### config.mk
export PLATFORM = sky130hd
export DESIGN_NAME = comp_result_monitor
export DESIGN_NICKNAME = d
export VERILOG_FILES = /design/src/rtl/comp_result_monitor.sv
export SDC_FILE = /design/constraint.sdc
export NUM_CORES = 1
export LEC_CHECK = 0
export CAP_MARGIN = 10
export CORE_MARGIN = 3
export CORE_UTILIZATION = 45
export DETAILED_ROUTE_END_ITERATION = 7
export PLACE_DENSITY = 0.67
export SYNTH_ARGS = -nofsm -noshare
export SYNTH_HDL_FRONTEND = slang
export SYNTH_SLANG_ARGS = --single-unit
### constraint.sdc
create_clock -name clk -period 2.4 [get_ports clk]
set_input_delay 0.24 -clock clk [delete_from_list [all_inputs] [get_ports clk]]
set_output_delay 0.24 -clock clk [all_outputs]
set_load 0.01 [all_outputs]
### src/rtl/comp_result_monitor.sv
// Windowed match counter / mismatch-run tracker for comparator results; report 1 cycle after last sample,
// sample input stalls while a report waits for rpt_ready. STICKY_ALARM_EN latches alarm until clear/rst.
module comp_result_monitor #(
  parameter int WINDOW    = 16,
  parameter int RUN_LIMIT = 4,
  localparam int CNT_W    = $clog2(WINDOW + 1)
) (
  input  logic             clk,
  input  logic             rst,
  input  logic             res_valid,
  output logic             res_ready,
  input  logic             res,
  input  logic             clear,
  output logic             rpt_valid,
  input  logic             rpt_ready,
  output logic [CNT_W-1:0] rpt_match,
  output logic [CNT_W-1:0] rpt_max_run,
  output logic             alarm
);

  typedef enum logic {COLLECT, REPORT} state_e;

  state_e           state_q;
  logic [CNT_W-1:0] sample_cnt_q;
  logic [CNT_W-1:0] match_cnt_q;
  logic [CNT_W-1:0] cur_run_q;
  logic [CNT_W-1:0] max_run_q;
  logic             rpt_valid_q;
  logic [CNT_W-1:0] rpt_match_q;
  logic [CNT_W-1:0] rpt_max_run_q;
  logic             alarm_q;

  logic             accept;
  logic             last_sample;
  logic [CNT_W-1:0] run_inc;
  logic [CNT_W-1:0] max_upd_d;
  logic [CNT_W-1:0] match_cnt_d;
  logic [CNT_W-1:0] max_run_d;
  logic [CNT_W-1:0] cur_run_d;
  logic             alarm_hit;
  logic             alarm_d;

  assign res_ready   = (state_q == COLLECT);
  assign accept      = res_valid & res_ready;
  assign last_sample = (sample_cnt_q == CNT_W'(WINDOW - 1));

  // Run length saturates so a very long outage cannot wrap back below the alarm limit.
  assign run_inc     = (cur_run_q == {CNT_W{1'b1}}) ? cur_run_q : cur_run_q + CNT_W'(1);
  assign max_upd_d   = (run_inc > max_run_q) ? run_inc : max_run_q;
  assign match_cnt_d = match_cnt_q + CNT_W'(res);
  assign max_run_d   = res ? max_run_q : max_upd_d;
  assign cur_run_d   = accept ? (res ? '0 : run_inc) : cur_run_q;
  assign alarm_hit   = (cur_run_d >= CNT_W'(RUN_LIMIT));

`ifdef STICKY_ALARM_EN
  assign alarm_d = alarm_q | alarm_hit;
`else
  assign alarm_d = alarm_hit;
`endif

  always_ff @(posedge clk) begin
    if (rst || clear) begin
      state_q       <= COLLECT;
      sample_cnt_q  <= '0;
      match_cnt_q   <= '0;
      cur_run_q     <= '0;
      max_run_q     <= '0;
      rpt_valid_q   <= 1'b0;
      rpt_match_q   <= '0;
      rpt_max_run_q <= '0;
      alarm_q       <= 1'b0;
    end else begin
      cur_run_q <= cur_run_d;
      alarm_q   <= alarm_d;
      case (state_q)
        COLLECT: begin
          if (accept) begin
            if (last_sample) begin
              rpt_match_q   <= match_cnt_d;
              rpt_max_run_q <= max_run_d;
              rpt_valid_q   <= 1'b1;
              state_q       <= REPORT;
              sample_cnt_q  <= '0;
              match_cnt_q   <= '0;
              max_run_q     <= '0;
            end else begin
              sample_cnt_q  <= sample_cnt_q + CNT_W'(1);
              match_cnt_q   <= match_cnt_d;
              max_run_q     <= max_run_d;
            end
          end
        end
        REPORT: begin
          if (rpt_ready) begin
            rpt_valid_q <= 1'b0;
            state_q     <= COLLECT;
          end
        end
        default: state_q <= COLLECT;
      endcase
    end
  end

  assign rpt_valid   = rpt_valid_q;
  assign rpt_match   = rpt_match_q;
  assign rpt_max_run = rpt_max_run_q;
  assign alarm       = alarm_q;

endmodule
; ---- After elaboration in Yosys (flattened, before gate mapping)
; Cells that the tools add are included.
[word_totals]
register_bits = 33
in_bits = 6
out_inout_bits = 13
elab_cells = 41
[classes]
add_sub_neg = 3
n_lt_le_gt_ge = 2
eq_ne = 5
mux = 16
bitwise = 2
n_reduce_logical = 4
[op_table]
columns = op, n
row1 = 5-bit 2-to-1 mux, 8
row2 = 5-bit by 1-bit adder with 5-bit output (second input constant), 2
row3 = 1-bit 2-to-1 mux, 6
row4 = 3-bit AND reduction, 2
row5 = 5-bit by 1-bit adder with 5-bit output, 1
row6 = 5-bit by 4-bit == test with 1-bit output (second input constant), 1
row7 = 5-bit == test (second input constant), 1
row8 = 5-bit by 3-bit greater-or-equal comparator with 1-bit output (second input constant), 1
row9 = 5-bit greater-than comparator, 1
row10 = 2-bit by 1-bit != test with 1-bit output (second input constant), 2
row11 = 1-bit one-hot mux with 2 select lines, 2
row12 = 2-bit != test (second input constant), 1
row13 = 2-bit AND reduction, 1
row14 = 1-bit bitwise AND, 1
row15 = 1-bit logical OR, 1
row16 = 1-bit NOT, 1

; ---- Logic depth before layout (Yosys ltp)
; Gate-level depths: netlist of run 1.
[depth]
depth_word = 6
depth_mapped = 11
mapped_depth_nobuf = 11

; ---- Least setup slack after synthesis of run 1
; OpenSTA, ideal clock, no wires.
[synth_timing]
path_kind = register -> register
start = register cur_run_q[0]
end = register max_run_q[4]
setup_time_ns = 0.058
arrival_time_ns = 2.465
required_ns = 2.342
setup_slack_ns = -0.123
path_stages_with_launch = 11
path_buffers = 0
period_less_slack_ns = 2.523
cell_sequence = dfxtp_1 ha_1 and2_2 nand3_2 mux2_2 ha_1 nor2b_1 o21ai_2 a21oi_2 a2111oi_0 a21o_1
[synth_between]
elab_chain_cells = 6
word_cells_on_any_way = 7
classes_between = add/sub: 1 / order compare: 1 / eq/ne: 1 / mux: 4
[synth_rtl]
columns = item, line
row1 = start: declaration, 26  ; logic [CNT_W-1:0] cur_run_q;
row2 = start signal: assignment, 73  ; cur_run_q <= cur_run_d;
row3 = 5-bit by 1-bit adder with 5-bit output / 5-bit == test (equally long branches), 48  ; assign run_inc = (cur_run_q == {CNT_W{1'b1}}) ? cur_run_q : cur_run_q + CNT_W'(1);
row4 = 5-bit 2-to-1 mux *, 48
row5 = 5-bit greater-than comparator, 49  ; assign max_upd_d = (run_inc > max_run_q) ? run_inc : max_run_q;
row6 = 5-bit 2-to-1 mux *, 49
row7 = 5-bit 2-to-1 mux *, 51  ; assign max_run_d = res ? max_run_q : max_upd_d;
row8 = 5-bit 2-to-1 mux *, 78  ; if (last_sample) begin
row9 = end signal: assignment, 89  ; max_run_q <= max_run_d;
row10 = end: declaration, 27  ; logic [CNT_W-1:0] max_run_q;
; Mark *: on every way between the ends. The rest lies on a longest branch, timed or not.
; A chain may end at the register's enable or synchronous reset.

; ---- Final worst setup path of run 1
[layout_timing]
start = register cur_run_q[0]
end = register max_run_q[1]
; Same word-level chain as after synthesis.

==> flow_summary_export.csv, run 1 <==
group,metric,value,unit
floorplan,die_y,66.1,um
clocking,cts.sinks,33,
clocking,cts_max_level,2,
timing,max_freq,0.432,GHz
min_path,hp-class,"reg -> reg",
power,netSwitchingFraction,22.2,%
setup_path,slowest_delay,360,ps
power,p_per_area,504,mW/mm^2
route,drtIter0Drc,73,
setup_path,path_max_fanout,6,
setup_path,crit_arrival,2540,ps
timing,skew,9.53,ps
synthesis,synth_cells,179,
synthesis,syn_area,0.00162,sq mm
floorplan,start_util,47.5,%
placed_design,post_dp_cell_area,0.00197,sq mm
power,p_leak,0.806,nW
power,p_total,1.08,mW
setup_path,r2r_setup_slack,80,ps
synthesis,async_flop_share,0,%
clocking,cts_buffers,5,
synthesis,synth_cell_types,49,
placed_design,port-buffer-count,18,
floorplan,ios,19,
setup_path,path_cells,"ha_4, and2_4, nand3_2, mux2_4, ha_4, nor2b_2, o21ai_2, a21oi_4, and3_4, a22o_1",
run_status,outcome,"finished clean",
synthesis,ys_dominant_reg_cell,"dfxtp_1",
cells_and_area,stdcell_area,0.00214,sq mm
clocking,clockBufferDepth,2,
clocking,postCtsHoldBufs,0,
synthesis,synth_top_area_share,40.7,%
cells_and_area,drive_above_1_share,23.8,%
run,maxCapViolCount,0,
synthesis,ys_warn_count,0,
synthesis,yosysSeqAreaShare,40.7,%
power,seq_power_share,51.4,%
synthesis,ys_ff_latch,33,
clocking,cts_root_buf,"clkbuf_4",
cells_and_area,diodes,0,
power,p_comb_share,7.9,%
power,p_switching,0.239,mW
clocking,cts_tree,"built",
synthesis,synth_top_area_cell,"dfxtp_1",
timing,period_minus_slack,2320,ps
global_route,track_usage,19.1,%
global_route,grt-ovfl-total,0,
global_route,antenna_found_initial,0,
timing,slew_headroom,65.0,%
route,wl_per_cell,15.0,um
synthesis,synth_fp_nets,194,
setup_path,worst_path_max_delay_cell,"dfxtp_2",
cells_and_area,area_growth,31.7,%
route,viasPerCell,5.62,
route,drt_first_pass_iters,4,
setup_path,crit_required,2630,ps
timing,hold_viol,0,
placed_design,dp_hpwl,2570,um
floorplan,die-area,0.00436,sq mm
setup_path,crit_top_cell,"ha_4",
clocking,clk_pin_slew,110,ps
route,via_count,1461,
global_route,grt_max_degree,23,
route,ant_nets,0,
global_route,grt_pass1_vias,1416,
timing,fin_crit_sh,96.5,%
power,clock_power_share,40.7,%
floorplan,core,0.00342,sq mm
route,wl,3900,um
power,intPower,0.838,mW
clocking,clock_latency,340,ps
timing,rsz0062_at_grt,"yes",
placed_design,gp_congestion,0.761,
cells_and_area,nets,228,
setup_path,path_class,"reg -> reg",
floorplan,rows,21,
synthesis,postSynthAreaPerCell,9.07,sq um
route,route.detailed.drc,0,
synthesis,synth-edff-count,0,
setup_path,end_kind,"register",
timing,worst_pin_slew,525,ps
setup_path,cp-start-kind,"register",
setup_path,r2r_cells,10,
floorplan,fp.dieW,66.1,um
synthesis,synth_area_leaders,"dfxtp_1 (41%), ha_1 (6.9%), a21oi_1 (4.6%)",
timing,slew_violations,0,
timing,setup_viol,0,
global_route,grt_pass1_wl,6380,um
min_path,worstHoldPathCells,2,
power,vdd_drop_max,0.342,mV
## final timing paths
| kind | endpoint | startpoint |
|---|---|---|
| worst max-delay path | max_run_q[1] | cur_run_q[0] |
| worst min-delay path | rpt_valid | rpt_valid |
| worst max register to register | max_run_q[1] | cur_run_q[0] |
| worst min register to register | rpt_valid | rpt_valid |
## routing by layer
layer | vias to the layer above | part of all wire, % | GRT usage, %
li1 | 710 | - | -
met3 | 6 | 4.5 | 4.76
met5 | - | 0 | 0
met2 | 43 | 47 | 30.2
met1 | 702 | 47 | 24.7
met4 | 0 | 1.1 | 7.87
## per-stage QoR
| step | utilization, % | setup WS [ps] | instances | setup TNS (ps) | hold WS [ps] |
|---|---|---|---|---|---|
| 5_1_grt | 62.6 | -16.5 | 260 | -43.8 | 486 |
| 3_3_place_gp | 57.7 | 18.6 | 251 | 0 | 441 |
| 2_1_floorplan | - | 1.13 | 179 | 0 | 422 |
| 4_1_cts | 61.1 | 21.6 | 259 | 0 | 464 |
| 6_report | 62.6 | 83.4 | 260 | 0 | 464 |
| 3_5_place_dp | 57.7 | -20.0 | 251 | -73.4 | 451 |
## layout by cell type (no fill, tap or decap), types with 2 or more instances in the layout
cell type / instances
a21o_1: 3
a21oi_1: 13
a21oi_2: 4
a22o_1: 3
a22oi_1: 5
a31oi_1: 2
and2_4: 2
and3_4: 3
buf_4: 14
buf_6: 2
clkbuf_4: 5
clkdlybuf4s50_1: 18
dfxtp_1: 31
dfxtp_2: 2
ha_1: 6
ha_4: 3
inv_1: 5
mux2i_1: 5
nand2_1: 15
nand3_1: 11
nand4_1: 2
nor2_1: 18
o211a_1: 2
o21ai_0: 6
xnor2_1: 3
## synth_stat cells (2+ instances only)
| cell | n |
|---|---|
| o21ai_0 | 6 |
| nor2b_1 | 2 |
| and3_1 | 2 |
| a31oi_1 | 2 |
| nand2_1 | 15 |
| ha_1 | 9 |
| dfxtp_1 | 33 |
| clkbuf_1 | 5 |
| a21o_1 | 3 |
| a21oi_1 | 15 |
| inv_1 | 6 |
| o211a_1 | 2 |
| a22o_1 | 3 |
| mux2i_1 | 5 |
| xor2_1 | 2 |
| nand3_1 | 11 |
| a22oi_1 | 5 |
| a21oi_2 | 2 |
| xnor2_1 | 3 |
| nand4_1 | 2 |
| nor2_1 | 18 |
## repair_timing
item | CTS | global route
pin swaps | 4 | 6
setup buffers | 0 | 1
resized for setup | 4 | 9
endpoints found under the setup margin | 8 | 9
## kinds of logic after synthesis
logic type,after synthesis,synth area share (%)
simple gates,64,21.0
compound gates,49,21.4
flops,33,40.7
buf+inv,13,3.47
fa+ha+maj,9,6.94
mux,6,3.78
xor+xnor,5,2.70
## area by class of cell
cell class / instances / area [sq um]
fill: 280 / 1280
multi-input combinational: 133 / 1000
sequential: 33 / 663
timing repair buffer: 34 / 308
tap: 46 / 57.6
clock buffer: 7 / 55.1
clock inverter: 1 / 30.0
inverter: 6 / 22.5
## flip-flops by register name (all words and copies together), names as in the netlist
| signal | flops |
|---|---|
| alarm | 1 |
| cur_run_q | 5 |
| match_cnt_q | 5 |
| max_run_q | 5 |
| rpt_match | 5 |
| rpt_max_run | 5 |
| rpt_valid | 1 |
| sample_cnt_q | 5 |
| state_q | 1 |
## power by group through the flow
stage | sequential, mW | combinational, mW | clock [mW]
4_1_cts | 0.553 | 0.0809 | 0.447
2_1_floorplan | 0.566 | 0.0471 | 0
3_3_place_gp | 0.565 | 0.0745 | 0
5_1_grt | 0.554 | 0.0934 | 0.477
6_report | 0.553 | 0.0853 | 0.438
3_5_place_dp | 0.566 | 0.0762 | 0
## worst max-delay path: cells and delay by family (launching register included)
family                   cells  cell delay (ps)
AND/OR/NAND/NOR              4              610
AO/OA/AOI/OAI                3              540
flip-flops                   1              360
adder cells (fa/ha/maj)      2              350
multiplexers                 1              340
No activity file was read; power rests on OpenSTA's default activity.
==> inputs of run 2 (changes only) <==
==> constraint.sdc (replaced) <==
create_clock -name clk -period 2.4 [get_ports clk]
set_input_delay 0.24 -clock clk [delete_from_list [all_inputs] [get_ports clk]]
set_output_delay 0.24 -clock clk [all_outputs]
set_load 0.02 [all_outputs]
==> results of run 2 <==
The final DEF is identical to that of run 1. Status: finished clean.
